==> config.mk <==
export PLATFORM = sky130hd
export DESIGN_NAME = mem_arbiter_flat
export DESIGN_NICKNAME = d
export VERILOG_FILES = /design/src/rtl/mem_arbiter_if.sv /design/src/rtl/mem_arbiter.sv /design/src/flat_wrapper.sv
export SDC_FILE = /design/constraint.sdc
export NUM_CORES = 1
export LEC_CHECK = 0
export BUFFER_PORTS_ARGS = -buffer_cell sky130_fd_sc_hd__buf_2
export CAP_MARGIN = 20
export CORE_MARGIN = 2
export CORE_UTILIZATION = 26
export CTS_BUF_LIST = sky130_fd_sc_hd__clkbuf_8 sky130_fd_sc_hd__clkbuf_16
export CTS_CLUSTER_DIAMETER = 50
export DETAILED_ROUTE_END_ITERATION = 6
export PLACE_DENSITY = 0.51
export SYNTH_ARGS = -nofsm -noshare
export SYNTH_HDL_FRONTEND = slang
export SYNTH_SLANG_ARGS = --single-unit
==> constraint.sdc <==
create_clock -name clk -period 7 [get_ports clk]
set_input_delay 0.7 -clock clk [delete_from_list [all_inputs] [get_ports clk]]
set_output_delay 0.7 -clock clk [all_outputs]
set_load 0.05 [all_outputs]
==> src/rtl/mem_arbiter_if.sv <==
// Bus bundle between the two requesters, the arbiter and the shared Memory.
// The slave modport is the arbiter's view. The master modport is the requesters' and Memory's view.
interface mem_arbiter_if #(
    parameter int unsigned ADDR_W = 5,
    parameter int unsigned DATA_W = 32
);
    logic              req0;
    logic              we0;
    logic [ADDR_W-1:0] addr0;
    logic [DATA_W-1:0] wdata0;
    logic              ack0;
    logic [DATA_W-1:0] rdata0;

    logic              req1;
    logic              we1;
    logic [ADDR_W-1:0] addr1;
    logic [DATA_W-1:0] wdata1;
    logic              ack1;
    logic [DATA_W-1:0] rdata1;

    logic [ADDR_W-1:0] mem_addr;
    logic [DATA_W-1:0] mem_datain;
    logic [DATA_W-1:0] mem_dataout;
    logic              mem_sigwr;
    logic              mem_sigon;

    logic              busy;
    logic              grant_id;

    modport slave (
        input  req0, we0, addr0, wdata0,
        output ack0, rdata0,
        input  req1, we1, addr1, wdata1,
        output ack1, rdata1,
        output mem_addr, mem_datain, mem_sigwr, mem_sigon,
        input  mem_dataout,
        output busy, grant_id
    );

    modport master (
        output req0, we0, addr0, wdata0,
        input  ack0, rdata0,
        output req1, we1, addr1, wdata1,
        input  ack1, rdata1,
        input  mem_addr, mem_datain, mem_sigwr, mem_sigon,
        output mem_dataout,
        input  busy, grant_id
    );
endinterface

==> src/rtl/mem_arbiter.sv <==
// Round-robin two-port arbiter/sequencer for the shared 32x32 Memory.
// Each access takes exactly three cycles: IDLE (grant), ACCESS (memory enabled), DONE (ack).
module mem_arbiter #(
    parameter int unsigned ADDR_W       = 5,
    parameter int unsigned DATA_W       = 32,
    parameter bit          DEFAULT_PRIO = 1'b0
) (
    input  logic          clk,
    input  logic          rst,
    mem_arbiter_if.slave  bus
);
    typedef enum logic [1:0] {
        IDLE   = 2'd0,
        ACCESS = 2'd1,
        DONE   = 2'd2
    } state_t;

    state_t            state_q, state_d;
    logic              last_q, last_d;
    logic              grant_q, grant_d;
    logic              ack0_q, ack0_d;
    logic              ack1_q, ack1_d;
    logic [DATA_W-1:0] rdata0_q, rdata0_d;
    logic [DATA_W-1:0] rdata1_q, rdata1_d;
    logic [ADDR_W-1:0] maddr_q, maddr_d;
    logic [DATA_W-1:0] mdin_q, mdin_d;
    logic              sigwr_q, sigwr_d;
    logic              sigon_q, sigon_d;
    logic              busy_q, busy_d;
    logic              winner;

    // State and every output are registered together
    always_ff @(posedge clk or posedge rst) begin
        if (rst) begin
            state_q  <= IDLE;
            last_q   <= ~DEFAULT_PRIO;
            grant_q  <= DEFAULT_PRIO;
            ack0_q   <= 1'b0;
            ack1_q   <= 1'b0;
            rdata0_q <= '0;
            rdata1_q <= '0;
            maddr_q  <= '0;
            mdin_q   <= '0;
            sigwr_q  <= 1'b0;
            sigon_q  <= 1'b0;
            busy_q   <= 1'b0;
        end else begin
            state_q  <= state_d;
            last_q   <= last_d;
            grant_q  <= grant_d;
            ack0_q   <= ack0_d;
            ack1_q   <= ack1_d;
            rdata0_q <= rdata0_d;
            rdata1_q <= rdata1_d;
            maddr_q  <= maddr_d;
            mdin_q   <= mdin_d;
            sigwr_q  <= sigwr_d;
            sigon_q  <= sigon_d;
            busy_q   <= busy_d;
        end
    end

    // Next state and next output values; acks are single-cycle pulses and default low
    always_comb begin
        state_d  = state_q;
        last_d   = last_q;
        grant_d  = grant_q;
        ack0_d   = 1'b0;
        ack1_d   = 1'b0;
        rdata0_d = rdata0_q;
        rdata1_d = rdata1_q;
        maddr_d  = maddr_q;
        mdin_d   = mdin_q;
        sigwr_d  = sigwr_q;
        sigon_d  = sigon_q;
        busy_d   = busy_q;
        winner   = 1'b0;

        case (state_q)
            IDLE: begin
                if (bus.req0 || bus.req1) begin
                    // A contested grant goes to the port that did not win last time
                    winner  = (bus.req0 && bus.req1) ? ~last_q : bus.req1;
                    maddr_d = winner ? bus.addr1  : bus.addr0;
                    mdin_d  = winner ? bus.wdata1 : bus.wdata0;
                    sigwr_d = winner ? bus.we1    : bus.we0;
                    sigon_d = 1'b1;
                    grant_d = winner;
                    last_d  = winner;
                    busy_d  = 1'b1;
                    state_d = ACCESS;
                end
            end
            ACCESS: begin
                if (grant_q) begin
                    rdata1_d = bus.mem_dataout;
                    ack1_d   = 1'b1;
                end else begin
                    rdata0_d = bus.mem_dataout;
                    ack0_d   = 1'b1;
                end
                sigon_d = 1'b0;
                sigwr_d = 1'b0;
                state_d = DONE;
            end
            DONE: begin
                busy_d  = 1'b0;
                state_d = IDLE;
            end
            default: begin
                state_d = IDLE;
            end
        endcase
    end

    assign bus.ack0       = ack0_q;
    assign bus.ack1       = ack1_q;
    assign bus.rdata0     = rdata0_q;
    assign bus.rdata1     = rdata1_q;
    assign bus.mem_addr   = maddr_q;
    assign bus.mem_datain = mdin_q;
    assign bus.mem_sigwr  = sigwr_q;
    assign bus.mem_sigon  = sigon_q;
    assign bus.busy       = busy_q;
    assign bus.grant_id   = grant_q;
endmodule
==> src/flat_wrapper.sv <==
// flat-port wrapper written by rule: the top's interface ports become plain ports
module mem_arbiter_flat 
#(
    parameter int unsigned ADDR_W       = 5,
    parameter int unsigned DATA_W       = 32,
    parameter bit          DEFAULT_PRIO = 1'b0
)
  (clk, rst, bus_req0, bus_we0, bus_addr0, bus_wdata0, bus_ack0, bus_rdata0, bus_req1, bus_we1, bus_addr1, bus_wdata1, bus_ack1, bus_rdata1, bus_mem_addr, bus_mem_datain, bus_mem_sigwr, bus_mem_sigon, bus_mem_dataout, bus_busy, bus_grant_id);
  mem_arbiter_if #(.ADDR_W(ADDR_W), .DATA_W(DATA_W)) bus_i ();
  input  logic clk;
  input  logic rst;
  input wire logic [$bits(bus_i.req0)-1:0] bus_req0;
  input wire logic [$bits(bus_i.we0)-1:0] bus_we0;
  input wire logic [$bits(bus_i.addr0)-1:0] bus_addr0;
  input wire logic [$bits(bus_i.wdata0)-1:0] bus_wdata0;
  output wire logic [$bits(bus_i.ack0)-1:0] bus_ack0;
  output wire logic [$bits(bus_i.rdata0)-1:0] bus_rdata0;
  input wire logic [$bits(bus_i.req1)-1:0] bus_req1;
  input wire logic [$bits(bus_i.we1)-1:0] bus_we1;
  input wire logic [$bits(bus_i.addr1)-1:0] bus_addr1;
  input wire logic [$bits(bus_i.wdata1)-1:0] bus_wdata1;
  output wire logic [$bits(bus_i.ack1)-1:0] bus_ack1;
  output wire logic [$bits(bus_i.rdata1)-1:0] bus_rdata1;
  output wire logic [$bits(bus_i.mem_addr)-1:0] bus_mem_addr;
  output wire logic [$bits(bus_i.mem_datain)-1:0] bus_mem_datain;
  output wire logic [$bits(bus_i.mem_sigwr)-1:0] bus_mem_sigwr;
  output wire logic [$bits(bus_i.mem_sigon)-1:0] bus_mem_sigon;
  input wire logic [$bits(bus_i.mem_dataout)-1:0] bus_mem_dataout;
  output wire logic [$bits(bus_i.busy)-1:0] bus_busy;
  output wire logic [$bits(bus_i.grant_id)-1:0] bus_grant_id;
  assign bus_i.req0 = bus_req0;
  assign bus_i.we0 = bus_we0;
  assign bus_i.addr0 = bus_addr0;
  assign bus_i.wdata0 = bus_wdata0;
  assign bus_ack0 = bus_i.ack0;
  assign bus_rdata0 = bus_i.rdata0;
  assign bus_i.req1 = bus_req1;
  assign bus_i.we1 = bus_we1;
  assign bus_i.addr1 = bus_addr1;
  assign bus_i.wdata1 = bus_wdata1;
  assign bus_ack1 = bus_i.ack1;
  assign bus_rdata1 = bus_i.rdata1;
  assign bus_mem_addr = bus_i.mem_addr;
  assign bus_mem_datain = bus_i.mem_datain;
  assign bus_mem_sigwr = bus_i.mem_sigwr;
  assign bus_mem_sigon = bus_i.mem_sigon;
  assign bus_i.mem_dataout = bus_mem_dataout;
  assign bus_busy = bus_i.busy;
  assign bus_grant_id = bus_i.grant_id;
  mem_arbiter #(.ADDR_W(ADDR_W), .DATA_W(DATA_W), .DEFAULT_PRIO(DEFAULT_PRIO)) u_core (.clk(clk), .rst(rst), .bus(bus_i));
endmodule
Yosys cells after proc, flatten, opt, wreduce, memory -nomap -nowiden
Index checks and enable logic that the tools add are counted.
Operators by class
  eq/ne operators: 3
  mux-type cells: 15
  reductions and logical operators: 10
  bitwise operators: 2
Operators by type and width (number)
  $mux W32: 1
  $reduce_and A2 Y1: 5
  $mux W1: 8
  $pmux W1 S2: 3
  $mux W5: 1
  $pmux W2 S2: 1
  $reduce_bool A2 Y1: 2
  $eq A2 B1 Y1 const B: 1
  $eq A2 B2 Y1 const B: 1
  $logic_not A2 Y1: 1
  $mux W2: 1
  $ne A2 B1 Y1 const B: 1
  $not A1 Y1: 2
  $logic_and A1 B1 Y1: 1
  $logic_or A1 B1 Y1: 1
Word-level totals
  input bits: 112
  output and inout port bits: 107
  bits in registers: 110

Depth between registers and ports, before layout
  depth in word-level cells: 5
  depth in mapped cells: 5

Worst setup path after synthesis
No wires, ideal clock.
  kind: input-to-reg
  from: in bus_req1
  to: reg u_core.maddr_q[4] (netlist: u_core.bus.mem_addr[4])
  library setup time: 125 ps
  path slack: 5260 ps
  path buffers: 1
  data arrival time: 1616 ps
  stages on the path: 4
  cells stage by stage: a21bo_4 > buf_6 > mux2_4 > mux2_2
Between the ends
  cells in the longest elaborated chain, start to end: 3
  elaborated cells between the ends (all ways): 5
  those cells by class: mux (2); reduce/logical (3)
RTL lines
  from (decl): line flat_wrapper.sv:18  | input wire logic [$bits(bus_i.req1)-1:0] bus_req1;
  $logic_and A1 B1 Y1: line mem_arbiter.sv:83  | winner = (bus.req0 && bus.req1) ? ~last_q : bus.req1;
  $mux W1: line mem_arbiter.sv:83
  $mux W5: line mem_arbiter.sv:84  | maddr_d = winner ? bus.addr1 : bus.addr0;
  to (signal assigned): line mem_arbiter.sv:55  | maddr_q <= maddr_d;
  to (decl): line mem_arbiter.sv:25  | logic [ADDR_W-1:0] maddr_q, maddr_d;
Several ways; a longest one is shown, not always the timed one.
A chain may end at the register's enable or synchronous reset.

Worst setup path in the final report
  from: reg u_core.state_q[0]
  to: reg u_core.mdin_q[31] (netlist: u_core.bus.mem_datain[31])
Between the ends
  cells in the longest elaborated chain, start to end: 2
RTL lines
  from (decl): line mem_arbiter.sv:18  | state_t state_q, state_d;
  from (signal assigned): line mem_arbiter.sv:48  | state_q <= state_d;
  $logic_not A2 Y1: line mem_arbiter.sv:79  | case (state_q)
  $reduce_and A2 Y1 (no source line)
  to (signal assigned): line mem_arbiter.sv:56  | mdin_q <= mdin_d;
  to (decl): line mem_arbiter.sv:26  | logic [DATA_W-1:0] mdin_q, mdin_d;
Every way passes these cells.

==> Flow_metrics.wiki <==
{| class="wikitable"
! Metric !! Value
|-
| Outcome || completed
|-
| Global route overflow || 0
|-
| CTS clk-pin slew, worst paths || 0.07 ns
|-
| Ant. Diodes || 0
|-
| Pre-CTS setup slack || 4.40 ns
|-
| Root buffer cell || clkbuf_16
|-
| Starting utilization of the core area || 0.268
|-
| Remaining DRCs || 0
|-
| Largest net degree at the start of global routing || 79
|-
| Footprint of the flip-flops and latches || 2750 um^2
|-
| Setup slack of the worst register-to-register path || 4.79 ns
|-
| Fraction of the yosys area taken by sequential cells || 0.567
|-
| Die extent in x || 141 um
|-
| Hold_buf cts || 0
|-
| Wire length on met2 || 4.75 mm
|-
| RePlAce Congestion || 0.676
|-
| Clock latency at the later pin of the worst-skew pair || 0.35 ns
|-
| Tcrit/Tclk final || 0.316
|-
| Setup TNS || 0 ns
|-
| Layout fillers || 1775
|-
| Final period demand of the worst path || 2.21 ns
|-
| Number of antenna violations at the first check in global routing || 0
|-
| Max Used Layer || met4
|-
| Avg Cell Area, Syn || 17.3 um^2
|-
| Yosys cell types || 16
|-
| Most common cell in the synthesized netlist || dfrtp_1
|-
| Iteration-0 DRC count of the detailed router || 67
|-
| Synth area leaders || dfrtp_1, mux2_4, mux2_2
|-
| Kind of capture point of the worst setup path || register
|-
| Count of placed standard cells in the final layout, fillers left out || 733
|-
| Type of the most critical hold path || in -> async
|-
| Area grow syn2layout || 32.3%
|-
| Proportion of layout cells with a drive suffix above 1 || 0.752
|-
| Area occupied by multi-input gates || 1950 um^2
|-
| Iteration count of the initial detailed-routing pass || 4
|-
| Wire length per cell || 14.3 um
|-
| Worst hold margin || 0.340 ns
|-
| Via/cell ratio || 4.09
|-
| CTS tree || yes
|-
| Setup ws final || 4.79 ns
|-
| Synth warnings || 0
|-
| Sum of routed wire length over all layers || 10.4 mm
|-
| Deepest clock path buffer count || 2
|-
| GRT Resource Usage Total || 0.106
|-
| Number of storage elements in the synthesis netlist || 110
|-
| Gate Count Post-Synth || 281
|-
| Depth of the CTS H-tree || 3
|-
| Synth Net Count || 393
|-
| Required time worst endpoint || 7.23 ns
|-
| Post-CTS setup buffers || 0
|-
| Max-cap check violation count || 0
|-
| Worst Max-Slew Pin Slew || 1.04 ns
|-
| Number of nets in the final layout || 611
|-
| Final clock skew || 0.00848 ns
|-
| Final Hold Fails || 0
|-
| Post-CTS sizing || 0
|-
| Vertical die dimension || 141 um
|-
| Port buffer count || 218
|-
| Vias in the first global route || 3172
|-
| Remaining max-slew budget at the tightest pin || 0.308
|-
| Setup repair after global routing missed its margin || false
|-
| Number of buffers created by CTS || 9
|-
| Remaining number of nets flagged by the antenna check after routing || 0
|-
| Dpl hpwl || 7.58 mm
|-
| Type of the worst setup path || reg -> reg
|-
| Core footprint || 18100 um^2
|-
| Number of enable-type register cells in the synthesized netlist || 0
|-
| Post-synth design cell area || 4860 um^2
|-
| I/O pin count || 219
|-
| Row count || 49
|-
| Overall via count from detail_route || 3001
|-
| Cell taking the most area after synthesis || dfrtp_1
|-
| Final number of max-transition violations || 0
|-
| Global-route wire length before repair || 16.7 mm
|-
| Post-synth top flop || dfrtp_1
|-
| Startpoint class of the critical path || register
|-
| Number of setup violations in the final report || 0
|-
| Maximum clock frequency || 0.452 GHz
|-
| Async set or reset register ratio after synthesis || 1.00
|-
| Sink count of the clock tree || 110
|-
| DIE AREA || 19800 um^2
|-
| Most used standard cells in the synthesized netlist || dfrtp_1, mux2_4, mux2_2
|-
| Worst Path Max Fanout || 31
|-
| Sum of met3 wire segment lengths after detailed routing || 736 um
|-
| Area share of the largest cell type after synthesis || 0.562
|-
| Data arrival, critical path || 2.44 ns
|-
| Post-Route M1 WL || 4.81 mm
|-
| # placed instances || 716
|}
[flip-flops by register name (all words and copies together), names as in the netlist]
name	count
u_core.bus.mem_datain	32
u_core.state_q	2
u_core.bus.rdata1	32
u_core.last_q	1
u_core.bus.ack0	1
u_core.bus.mem_sigon	1
u_core.bus.rdata0	32
u_core.bus.busy	1
u_core.bus.grant_id	1
u_core.bus.mem_addr	5
u_core.bus.ack1	1
u_core.bus.mem_sigwr	1
[worst paths after layout]
path / startpoint / to / cells after the start
worst max register to register: u_core.state_q[0] / u_core.bus.mem_datain[31] / 3
worst min-delay path: rst / u_core.bus.rdata0[29] / 2
min in group clk: u_core.bus.mem_sigon / u_core.bus.mem_sigon / 1
worst max-delay path: u_core.state_q[0] / u_core.bus.mem_datain[31] / 3
worst min register to register: u_core.bus.mem_sigon / u_core.bus.mem_sigon / 1
max in group asynchronous: rst / u_core.bus.rdata0[4] / 4
[cells by family (layout without fill, tap and decap cells)]
logic type | Yosys count | in the layout | share of synthesized area
AO/OA/AOI/OAI | 3 | 3 | 0.00644
buffers and inverters | 19 | 242 | 0.0332
flip-flops | 110 | 110 | 0.567
multiplexers | 142 | 142 | 0.383
AND/OR/NAND/NOR | 7 | 7 | 0.0100
[per-stage QoR]
| stage | instance area [um^2] | utilization |
|---|---|---|
| finish | 6430 | 0.354 |
| global route | 6430 | 0.354 |
| CTS | 6400 | 0.353 |
| detailed placement | 6110 | 0.337 |
| global placement | 6110 | 0.337 |
| floorplan | 4860 | - |
[layer usage]
metal  up-vias  GRT usage
met3         9     0.0289
met5         -          0
li1       1425          -
met1      1422      0.139
met2       145      0.166
met4         0     0.0442
[placed cells by master (no fill, tap or decap)]
cell type	Yosys	final
buf_2	0	218
dfrtp_1	109	109
mux2_4	71	71
mux2_2	67	67
clkbuf_16	0	9
inv_1	5	6
mux2i_1	4	4
nand2b_1	2	2
a21o_1	2	2
inv_6	0	2
clkbuf_8	0	2
buf_4	4	2
nand2_2	1	1
a21bo_4	1	1
nor2_1	1	1
nor3_4	1	1
nor2_4	0	1
inv_4	0	1
nand2_1	1	1
clkinvlp_4	0	1
buf_16	0	1
dfstp_2	1	1
[final cells by class]
cell class                      instances  area share
Tap cell                              229      0.0446
Timing Repair Buffer                  221       0.176
Multi-Input combinational cell        152       0.303
Clock buffer                           11      0.0393
Clock inverter                          5     0.00506
Inverter                                5     0.00331
Sequential cell                       110       0.429
[worst max-delay path, stage by stage (launching register included)]
cell and delay (ns):
dfrtp_1 0.43, nor3_4 0.68, buf_4 0.58, mux2_2 0.39
Power is not shown: default switching activity piles up to over one toggle a cycle in this logic, so the estimate is an artifact.
